File: src/rtl/calendar_pkg.sv
// Shared calendar types, month tables and the leap-year rule.
package calendar_pkg;

  typedef logic [5:0]  day_t;
  typedef logic [3:0]  month_t;
  typedef logic [11:0] year_t;
  typedef logic [8:0]  doy_t;

  localparam day_t DAYS_IN_MONTH [1:12] = '{
    6'd31, 6'd28, 6'd31, 6'd30, 6'd31, 6'd30,
    6'd31, 6'd31, 6'd30, 6'd31, 6'd30, 6'd31
  };

  localparam doy_t CUM_DAYS_BEFORE [1:12] = '{
    9'd0,   9'd31,  9'd59,  9'd90,  9'd120, 9'd151,
    9'd181, 9'd212, 9'd243, 9'd273, 9'd304, 9'd334
  };

  function automatic logic is_leap(input year_t y, input bit leap_en);
    logic div4, div100, div400;
    div4   = (y[1:0] == 2'b00);
    div100 = ((y % 12'd100) == 12'd0);
    div400 = ((y % 12'd400) == 12'd0);
    return leap_en && div4 && (!div100 || div400);
  endfunction

  // Returns 0 for out-of-range months; callers reject those separately.
  function automatic doy_t cum_days_before(input month_t m, input logic leap);
    doy_t cum;
    cum = '0;
    if (m >= 4'd1 && m <= 4'd12) begin
      cum = CUM_DAYS_BEFORE[m];
      if (leap && m > 4'd2) cum = cum + 9'd1;
    end
    return cum;
  endfunction

endpackage

File: src/rtl/days_in_month_lut.sv
// Combinational month-length lookup; yields 0 for months outside 1..12.
module days_in_month_lut
  import calendar_pkg::*;
(
  input  month_t month,
  input  logic   leap,
  output day_t   days
);

  always_comb begin
    days = '0;
    if (month >= 4'd1 && month <= 4'd12) begin
      days = DAYS_IN_MONTH[month];
      if (month == 4'd2 && leap) days = 6'd29;
    end
  end

endmodule

File: src/rtl/calendar_date_counter.sv
// Calendar register: advances one day per tick, supports validated loads,
// and tracks a running day-of-year alongside the date fields.
module calendar_date_counter
  import calendar_pkg::*;
#(
  parameter bit          LEAP_EN    = 1'b0,
  parameter int unsigned RESET_YEAR = 2024
) (
  input  logic        clk,
  input  logic        rst_n,
  input  logic        dayTick,
  input  logic        load,
  input  logic [5:0]  loadDay,
  input  logic [3:0]  loadMonth,
  input  logic [11:0] loadYear,
  output logic [5:0]  dayOfMonth,
  output logic [3:0]  month,
  output logic [11:0] year,
  output logic [8:0]  dayOfYear,
  output logic        yearWrap,
  output logic        loadErr
);

  day_t   dom_q, dom_d;
  month_t mon_q, mon_d;
  year_t  yr_q,  yr_d;
  doy_t   doy_q, doy_d;
  logic   wrap_q, wrap_d;
  logic   err_q, err_d;

  logic cur_leap, load_leap, load_valid;
  day_t cur_days, load_days;

  assign cur_leap  = is_leap(yr_q, LEAP_EN);
  assign load_leap = is_leap(loadYear, LEAP_EN);

  days_in_month_lut u_cur_lut (
    .month (mon_q),
    .leap  (cur_leap),
    .days  (cur_days)
  );

  days_in_month_lut u_load_lut (
    .month (loadMonth),
    .leap  (load_leap),
    .days  (load_days)
  );

  // load_days is 0 for an illegal month, so the day bound also rejects it.
  assign load_valid = (loadMonth >= 4'd1) && (loadMonth <= 4'd12) &&
                      (loadDay != '0) && (loadDay <= load_days);

  always_comb begin
    dom_d  = dom_q;
    mon_d  = mon_q;
    yr_d   = yr_q;
    doy_d  = doy_q;
    wrap_d = 1'b0;
    err_d  = 1'b0;
    if (load) begin
      if (load_valid) begin
        dom_d = loadDay;
        mon_d = loadMonth;
        yr_d  = loadYear;
        doy_d = cum_days_before(loadMonth, load_leap) + {3'b000, loadDay};
      end else begin
        err_d = 1'b1;
      end
    end else if (dayTick) begin
      if (dom_q < cur_days) begin
        dom_d = dom_q + 6'd1;
        doy_d = doy_q + 9'd1;
      end else if (mon_q < 4'd12) begin
        dom_d = 6'd1;
        mon_d = mon_q + 4'd1;
        doy_d = doy_q + 9'd1;
      end else begin
        dom_d  = 6'd1;
        mon_d  = 4'd1;
        doy_d  = 9'd1;
        yr_d   = yr_q + 12'd1;
        wrap_d = 1'b1;
      end
    end
  end

  always_ff @(posedge clk) begin
    if (!rst_n) begin
      dom_q  <= 6'd1;
      mon_q  <= 4'd1;
      yr_q   <= year_t'(RESET_YEAR);
      doy_q  <= 9'd1;
      wrap_q <= 1'b0;
      err_q  <= 1'b0;
    end else begin
      dom_q  <= dom_d;
      mon_q  <= mon_d;
      yr_q   <= yr_d;
      doy_q  <= doy_d;
      wrap_q <= wrap_d;
      err_q  <= err_d;
    end
  end

  assign dayOfMonth = dom_q;
  assign month      = mon_q;
  assign year       = yr_q;
  assign dayOfYear  = doy_q;
  assign yearWrap   = wrap_q;
  assign loadErr    = err_q;

endmodule

File: config.mk
export PLATFORM = sky130hd
export DESIGN_NAME = calendar_date_counter
export DESIGN_NICKNAME = d
export VERILOG_FILES = /design/src/rtl/calendar_pkg.sv /design/src/rtl/days_in_month_lut.sv /design/src/rtl/calendar_date_counter.sv
export SDC_FILE = /design/constraint.sdc
export NUM_CORES = 1
export LEC_CHECK = 0
export CORE_ASPECT_RATIO = 0.7
export CORE_MARGIN = 3
export CORE_UTILIZATION = 53
export CTS_BUF_LIST = sky130_fd_sc_hd__clkbuf_8 sky130_fd_sc_hd__clkbuf_16
export CTS_CLUSTER_SIZE = 40
export DETAILED_ROUTE_END_ITERATION = 7
export PLACE_DENSITY = 0.81
export RECOVER_POWER = 50
export SETUP_SLACK_MARGIN = 0.1
export SLEW_MARGIN = 25
export SYNTH_ARGS = -nofsm -noshare
export SYNTH_HDL_FRONTEND = slang
export SYNTH_HIERARCHICAL = 1
export SYNTH_SLANG_ARGS = --single-unit
File: constraint.sdc
create_clock -name clk -period 3.42 [get_ports clk]
set_input_delay 0.342 -clock clk [delete_from_list [all_inputs] [get_ports clk]]
set_output_delay 0.342 -clock clk [all_outputs]
set_load 0.005 [all_outputs]
After elaboration in Yosys (flattened, before gate mapping)
Memories as Yosys holds them, arrays and structs flattened.
Index checks and enable logic that the tools add are counted.
- memory bits (read-only): 336
- register bits: 33
- output and inout bits: 33
- input port bits: 26
- memories: 3
- memories (memory ; words ; width ; read ports ; clocked after memory_dff ; write ports ; RTL line ; text):
    (name not given) ; 16 ; 9 ; 1 ; 0 ; 0 ; calendar_pkg.sv:32 ; cum = CUM_DAYS_BEFORE[m];
    (name not given) ; 16 ; 6 ; 1 ; 0 ; 0 ; days_in_month_lut.sv:13 ; days = DAYS_IN_MONTH[month];
    (name not given) ; 16 ; 6 ; 1 ; 0 ; 0 ; days_in_month_lut.sv:13 ;
- bitwise gates (word level): 4
- reduce and logical (&&, ||, !) cells: 11
- $add $sub $neg: 5
- $lt $le $gt $ge: 9
- equal/unequal tests: 3
- multiplexer cells: 32
- operator list (kind ; number):
    $mux W9 ; 10
    $mux W12 ; 5
    $mux W6 ; 10
    $mux W4 ; 5
    $add A12 B1 Y12 const B ; 1
    $ge A5 B5 Y1 const B ; 2
    $not A4 Y5 ; 2
    $add A9 B1 Y9 const B ; 1
    $add A9 B6 Y9 ; 1
    $ge A4 B1 Y1 const B ; 2
    $le A4 B4 Y1 const B ; 2
    $add A6 B1 Y6 const B ; 1
    $le A6 B6 Y1 ; 1
    $lt A6 B6 Y1 ; 1
    $reduce_bool A6 Y1 ; 1
    $add A4 B1 Y4 const B ; 1
    $logic_and A1 B1 Y1 ; 4
    $lt A4 B4 Y1 const B ; 1
    $ne A2 B2 Y1 const B ; 2
    $reduce_and A2 Y1 ; 2
    $reduce_and A4 Y1 ; 1
    $reduce_or A4 Y1 ; 1
    $reduce_and A3 Y1 ; 1
    $mux W1 ; 2
    3 further kinds ; 4

Longest topological paths before layout
Gate-level depths: netlist of run 1.
- depth in word-level cells: 12
- gate-level depth with buffers: 13

By module
The synthesis of run 1 kept the hierarchy.
- modules (own cells, without submodules) (module ; sequential area each (sq um) ; cells an instance ; area an instance (sq um) ; times used):
    calendar_date_counter ; 660.6 ; 388 ; 2930.3 ; 1
    days_in_month_lut ; 0.0 ; 13 ; 78.8 ; 2

Worst setup path after synthesis of run 1
OpenSTA, ideal clock, no wires.
- path kind: input port to flip-flop
- from: in loadMonth[1]
- to: reg doy_q[8] (netlist: dayOfYear[8])
- data required time: 3344 ps
- data arrival time: 2608 ps
- setup slack: 737 ps
- cell stages on the path: 13
- path through: inv_1 ha_1 nor3b_1 o32ai_1 ha_1 inv_1 fa_1 nor2b_1 o31ai_1 a221oi_1 xor2_1 nand3_1 a21boi_0
- longest elaborated chain between the ends: 10
- elaborated cells between the ends (all ways): 22
- classes of those cells: add/sub: 1; order compare: 3; eq/ne: 1; mux: 10; bitwise: 1; reduce/logical: 4; memory: 2
- RTL lines (element ; RTL line ; text):
    from (decl) ; calendar_date_counter.sv:14 ; input logic [3:0] loadMonth,
    $not A4 Y5 (implied by the code) ; calendar_pkg.sv:32, days_in_month_lut.sv:13 ;
    $mem_v2 Z16 W9 ; - ;
    $mux W9 (implied by the code) (2 in series) ; calendar_pkg.sv:32 ;
    $mux W9 ; calendar_pkg.sv:31 ; if (m >= 4'd1 && m <= 4'd12) begin
    $mux W9 ; calendar_date_counter.sv:61 ; if (load_valid) begin
    $mux W9 ; calendar_date_counter.sv:60 ; if (load) begin
    $add A9 B6 Y9 ; calendar_date_counter.sv:65 ; doy_d = cum_days_before(loadMonth, load_leap) + {3'b000, loadDay};
    $mux W9 ; calendar_date_counter.sv:61 ;
    $mux W9 ; calendar_date_counter.sv:60 ;
    to (signal assigned) ; calendar_date_counter.sv:99 ; doy_q <= doy_d;
    to (decl) ; calendar_date_counter.sv:27 ; doy_t doy_q, doy_d;
Several ways; a longest one is shown, not always the timed one. The select of a mux whose other input is x is not followed.
A chain may end at the register's enable or synchronous reset.

Worst setup path after layout of run 1
- from: in loadMonth[1]
- to: reg doy_q[8] (netlist: dayOfYear[8])
- elaborated cells between the ends (all ways): 22
- classes of those cells: add/sub: 1; order compare: 3; eq/ne: 1; mux: 10; bitwise: 1; reduce/logical: 4; memory: 2
- RTL lines (element ; RTL line ; text):
    $not A4 Y5 (implied by the code) ; days_in_month_lut.sv:13 ;
    $mem_v2 Z16 W6 ; - ;
    $mux W6 (implied by the code) (2 in series) ; days_in_month_lut.sv:13 ;
    $mux W6 * ; days_in_month_lut.sv:12 ; if (month >= 4'd1 && month <= 4'd12) begin
    named net load_days[2] ; calendar_date_counter.sv:32 ; day_t cur_days, load_days;
    $le A6 B6 Y1 * ; calendar_date_counter.sv:51 ; (loadDay != '0) && (loadDay <= load_days);
    $logic_and A1 B1 Y1 * ; calendar_date_counter.sv:51 ;
    $ne A2 B1 Y1 (no source line) * ; - ;
    $reduce_and A2 Y1 (no source line) * ; - ;
Mark *: on every way through the listed nets, which the timed path passes. The rest lies on a longest branch. The select of a mux whose other input is x is not followed.

==> flow_summary.json, run 1 <==
{
  "yosysTopAreaCell": "dfxtp_1",
  "wirelength_um": 8882,
  "clk_pin_slew_worst_paths_ns": 0.07,
  "synthFlopType": "dfxtp_1",
  "instances_no_fill": 550,
  "synth.top_cell.area_share_pct": 21.39,
  "min_period_ns": 3.149,
  "drcViolationCount": 0,
  "fmax_ghz": 0.3175,
  "crit_path_end_kind": "flop",
  "min_to": "month[0]",
  "leakagePower_nw": 1.782,
  "final_nets": 535,
  "wl_per_cell_um": 16.15,
  "drive_gt1_share_pct": 9.414,
  "antenna_cells": 0,
  "ys_seq_area_share_pct": 21.39,
  "grt_use_total_pct": 25.61,
  "hpwl_um": 6803,
  "crit_required_ns": 3.58,
  "finalSetupTns_ns": 0,
  "ys_types": 65,
  "ys_async_sr_fraction_pct": 0,
  "synth_edf_count": 0,
  "postCtsSetupBuffers": 0,
  "clockBufferDepth": 2,
  "worst_slew_pin_slew_ns": 0.8195,
  "design_area_um2": 3924,
  "place_ws_ns": 0.004565,
  "rrSetupSlack_ns": 0.42,
  "numPortBuffers": 58,
  "syn_area_per_cell_um2": 7.459,
  "hold_viol": 0,
  "insertion_delay_ns": 0.28,
  "fin_crit_sh_pct": 92.09,
  "die_y_um": 69.86,
  "ant_nets": 0,
  "synth_area_leaders": "dfxtp_1 21%, ha_1 12%, o21ai_0 5.3%, nand2_1 4.7%, inv_1 3.6%",
  "crit_path_max_fanout": 11,
  "syn_to_final_growth_pct": 27.07,
  "vdd_drop_max_mv": 0.1902,
  "htreeDepth": 2,
  "setup_ws_ns": 0.2706,
  "cts_root_buffer": "clkbuf_8",
  "die_area_um2": 6792,
  "drtPass1Iterations": 5,
  "rr_worst_depth": 11,
  "via_count": 3373,
  "synth-seq-cells": 33,
  "outcome": "finished, final reports clean",
  "grt_max_degree": 41,
  "crit_path_start_kind": "primary input",
  "tritoncts": "built",
  "pwr-share-comb_pct": 35.7,
  "drt_iter0_drc": 236,
  "placedCellCount": 543,
  "hold_ws_ns": 0.4962,
  "seqPwrFrac_pct": 38.6,
  "post_dp_cell_area_um2": 3835,
  "routabilityCongestion": 0.9296,
  "setup_violations": 0,
  "switching_power_mw": 0.3965,
  "synth_area_um2": 3088,
  "cap_violations": 0,
  "syn_inst": 414,
  "worst-endpoint-arrival_ns": 3.31,
  "grt_pass1_vias": 2979,
  "gr-total-overflow": 0,
  "cts_buffers": 5,
  "fin_util_pct": 72.36,
  "ctsHoldBuffers": 0,
  "rsz0062_at_grt": "false",
  "min-delay-start": "rst_n",
  "post_cts_resized": 0,
  "min_path_type": "primary input to flop",
  "max-slew-margin-rel_pct": 45.13,
  "switching_share_pct": 33.91,
  "p_per_area_nw_per_um2": 298.0,
  "viasPerCell": 6.133,
  "hold_depth": 2,
  "worstSetupPathType": "primary input to flop",
  "ys_warn_count": 6,
  "cts.sinks": 33,
  "grt_pass1_wl_um": 14550,
  "ios": 59,
  "die_w_um": 97.23,
  "worstReg2RegStart": "month[0]",
  "fin_skew_ns": 0.007759,
  "timing.rr.end": "month[2]",
  "slew_viol_final": 0,
  "core_um2": 5423,
  "p_int_mw": 0.7727,
  "finalPower_mw": 1.169,
  "initial_core_util_pct": 56.95,
  "clock_power_share_pct": 25.7,
  "antenna_found_initial": 0,
  "fp-row-count": 22
}
-- final cells by class --
| class | count | area (um^2) |
|---|---|---|
| Clock buffer | 6 | 82.58 |
| Clock inverter | 1 | 3.754 |
| Fill cell | 442 | 1499 |
| Inverter | 30 | 112.6 |
| Multi-Input combinational cell | 326 | 2191 |
| Sequential cell | 33 | 660.6 |
| Tap cell | 72 | 90.09 |
| Timing Repair Buffer | 82 | 783.3 |
-- routing by layer --
layer / part of all wire (%) / wire length [um] / vias to the layer above / track usage, %
li1: - / - / 1626 / -
met1: 48 / 4275 / 1567 / 39.34
met2: 42 / 3692 / 165 / 36.47
met3: 9.1 / 812 / 15 / 6.088
met4: 1.1 / 101 / 0 / 4.301
met5: 0 / 0 / - / 0
-- cell usage in the layout (no fill, tap or decap), types with 4 or more instances in the layout --
cell type	n
a21boi_1	4
nand2_1	39
a21boi_0	10
ha_1	30
nor3_1	13
mux2i_1	7
conb_1	4
dlygate4sd3_1	33
nor2_1	28
a31oi_1	5
nand3_1	15
o21a_1	6
a21oi_1	19
o211a_1	5
and3_1	6
nor3b_1	4
nor2b_1	9
buf_4	22
clkdlybuf4s50_1	23
clkbuf_8	6
nand2b_1	9
inv_1	31
o31ai_1	7
o211ai_1	5
o21ai_0	33
dfxtp_1	33
-- worst max-delay path, cell delays in order --
cell and delay [ns]:
clkdlybuf4s50_1 0.41, buf_4 0.18, o211a_1 0.24, nor2_1 0.21, inv_1 0.07, ha_1 0.31, a21oi_1 0.16, a21boi_1 0.10
o311a_1 0.41, or2_1 0.37, buf_4 0.21, a22oi_1 0.17, a21boi_0 0.11
-- Yosys cell counts, types with 3 or more instances --
master and instances:
buf_4 6, o22ai_1 3, a21boi_1 4, inv_1 30, o21a_1 6, nand2b_1 9, a211oi_1 4, mux2i_1 7
buf_2 4, o21ai_0 33, o221ai_1 3, a21o_1 3, o211a_1 5, nor3_1 13, nand2_1 39, o31ai_1 7
a21boi_0 10, clkbuf_1 14, and3_1 6, a31o_2 3, nand3_1 15, nor4_1 3, a21oi_1 19, or3_1 3
a31oi_1 5, nor2_1 28, ha_1 30, nor2b_1 9, xor2_1 3, o211ai_1 5, dfxtp_1 33, o32ai_1 3
conb_1 3, nor3b_1 4
-- power by group through the flow --
stage | combinational [mW] | sequential, mW | clock, mW
6_report | 0.418 | 0.451 | 0.300
2_1_floorplan | 0.246 | 0.451 | 0
3_3_place_gp | 0.408 | 0.458 | 0
5_1_grt | 0.463 | 0.456 | 0.318
4_1_cts | 0.422 | 0.451 | 0.303
3_5_place_dp | 0.419 | 0.459 | 0
-- state kept, by name, summed over array words and instances, names as in the netlist --
signal,flops
year,12
yearWrap,1
month,4
dayOfYear,9
loadErr,1
dayOfMonth,6
-- worst max path at each step --
stage | startpoint | slack (ns) | endpoint
final | loadMonth[1] | 0.27 | dayOfYear[8]
after global routing | loadMonth[0] | 0.11 | dayOfYear[7]
after CTS | loadMonth[1] | 0.30 | year[4]
after detailed placement | loadMonth[1] | 0.005 | year[4]
after global placement | loadMonth[1] | 0.07 | dayOfYear[8]
after floorplan | loadMonth[1] | 0.74 | dayOfYear[8]
-- cell families after synthesis --
group | Yosys count | synth area share (%)
buffers and inverters | 56 | 7.941
multiplexers | 7 | 2.269
AO/OA/AOI/OAI | 134 | 29.90
adder cells (fa/ha/maj) | 31 | 12.80
AND/OR/NAND/NOR | 146 | 24.19
flip-flops | 33 | 21.39
other | 3 | 0.3646
XOR/XNOR | 4 | 1.135
No activity file was read; power rests on OpenSTA's default activity.
==> run 2: changes to the inputs <==
--- a/config.mk
+++ b/config.mk
@@ -5,7 +5,7 @@
 export SDC_FILE = /design/constraint.sdc
 export NUM_CORES = 1
 export LEC_CHECK = 0
-export CORE_ASPECT_RATIO = 0.7
+export CORE_ASPECT_RATIO = 1.75
 export CORE_MARGIN = 3
 export CORE_UTILIZATION = 53
 export CTS_BUF_LIST = sky130_fd_sc_hd__clkbuf_8 sky130_fd_sc_hd__clkbuf_16
@@ -14,7 +14,7 @@
 export PLACE_DENSITY = 0.81
 export RECOVER_POWER = 50
 export SETUP_SLACK_MARGIN = 0.1
-export SLEW_MARGIN = 25
+export SLEW_MARGIN = 0
 export SYNTH_ARGS = -nofsm -noshare
 export SYNTH_HDL_FRONTEND = slang
 export SYNTH_HIERARCHICAL = 1
==> flow_summary.json, run 2 (same netlist as run 1, synthesis figures left out) <==
{
  "cts_root_buffer": "clkbuf_8",
  "drt_iter0_drc": 236,
  "crit_path_start_kind": "primary input",
  "largest_reg_flops": 12,
  "drive_gt1_share_pct": 9.603,
  "met2_length_um": 4818,
  "wirelength_um": 8634,
  "grt_pass1_wl_um": 14870,
  "crit_path_max_fanout": 11,
  "vdd_drop_max_mv": 0.1726,
  "insertion_delay_ns": 0.29,
  "ant_nets": 0,
  "maxUsedRoutingLayer": "met4",
  "met3WireLength_um": 322,
  "fin_skew_ns": 0.005726,
  "grt_use_total_pct": 26.73,
  "via_count": 3285,
  "crit_required_ns": 3.59,
  "drtPass1Iterations": 5,
  "layout_commonest_cell": "nand2_1",
  "path_cells": "clkdlybuf4s50_1, buf_4, o211a_1, nor2_1, inv_1, ha_1, a21oi_1, a21boi_1, o311a_1, or2_1, o311ai_0, nand2_1",
  "rsz0062_at_grt": "true",
  "design_area_um2": 3935,
  "fin_crit_sh_pct": 91.32,
  "final_cell_mix": "39 x nand2_1, 33 x o21ai_0, 33 x dfxtp_1, 33 x dlygate4sd3_1, 31 x inv_1",
  "min_path_type": "flop to flop",
  "clockBufferDepth": 2,
  "wl_met1_um": 3155,
  "grt_max_degree": 41,
  "fp-row-count": 36,
  "worst-endpoint-arrival_ns": 3.29,
  "clk_pin_slew_worst_paths_ns": 0.07,
  "fmax_ghz": 0.3202,
  "crit_path_end_kind": "flop",
  "worstSetupPathType": "primary input to flop",
  "worst_slew_pin_slew_ns": 0.7972,
  "hpwl_um": 6678,
  "ios": 59,
  "die_area_um2": 6814,
  "core_um2": 5585,
  "leakagePower_nw": 1.782,
  "post_dp_cell_area_um2": 3835,
  "final_nets": 536,
  "die_w_um": 63.70,
  "max_stage_delay_ns": 0.43,
  "hold_viol": 0,
  "numPortBuffers": 58,
  "cap_violations": 0,
  "cts_buffers": 5,
  "syn_to_final_growth_pct": 27.43,
  "setup_violations": 0,
  "die_y_um": 107.0,
  "outcome": "finished, final reports clean",
  "routabilityCongestion": 0.8776,
  "path_delay_family": "compound AO/OA/AOI/OAI gates",
  "ctsHoldBuffers": 0,
  "max-slew-margin-rel_pct": 46.68,
  "finalPower_mw": 1.161,
  "antenna_cells": 0,
  "slew_viol_final": 0,
  "grt_pass1_vias": 3263,
  "drcViolationCount": 0,
  "gr-total-overflow": 0,
  "path_buf_inv": 3,
  "setup_ws_ns": 0.2968,
  "p_per_area_nw_per_um2": 295.1,
  "initial_core_util_pct": 55.29,
  "min_period_ns": 3.123,
  "finalSetupTns_ns": 0,
  "htreeDepth": 2,
  "viasPerCell": 5.919,
  "cts.sinks": 33,
  "antenna_found_initial": 0,
  "fill_cells": 530,
  "tritoncts": "built",
  "place_ws_ns": -0.08034,
  "wl_per_cell_um": 15.56,
  "worst_path_max_delay_cell": "o311ai_0"
}
-- run 2: area by class of cell --
cell class	count	area (um^2)	share of cell area, %
Clock buffer	6	82.58	2.099
Clock inverter	1	3.754	0.09539
Inverter	30	112.6	2.862
Multi-Input combinational cell	326	2197	55.83
Sequential cell	33	660.6	16.79
Tap cell	76	95.09	2.417
Timing Repair Buffer	83	783.3	19.90
-- run 2: metrics by stage --
stage,hold WS [ns],instances,utilization (%)
final,0.5336,555,70.45
after global routing,0.5574,555,70.45
after CTS,0.5307,555,70.21
after detailed placement,0.5138,548,68.66
after global placement,0.5055,548,68.66
after floorplan,0.4938,415,-
-- run 2: metal layers --
| metal | vias to the layer above | GRT usage, % |
|---|---|---|
| met5 | - | 0 |
| met4 | 0 | 14.53 |
| met3 | 29 | 3.354 |
| met2 | 97 | 51.61 |
| met1 | 1526 | 26.82 |
| li1 | 1633 | - |
-- run 2: path summary, 6_finish.rpt --
kind	startpoint	to	slack (ns)	cells after the start
worst max register to register	month[0]	year[11]	0.52	11
worst max-delay path	loadMonth[1]	year[4]	0.30	12
worst min-delay path	year[11]	year[11]	0.53	1
worst min register to register	year[11]	year[11]	0.53	1
-- run 2: report_power, final --
group          total [mW]  switching [mW]  leakage (nW)  internal [mW]
registers           0.451          0.0388         0.270          0.412
clock network       0.299           0.142        0.0485          0.157
logic               0.412           0.209          1.46          0.203
total                1.16           0.390          1.78          0.771
-- run 2: what timing repair did --
item | 4_1_cts | 5_1_grt
endpoints found under the setup margin | 0 | 2
endpoints found under the hold margin | 0 | 0
buffers inserted | 0 | 0
gates resized for setup | 0 | 3
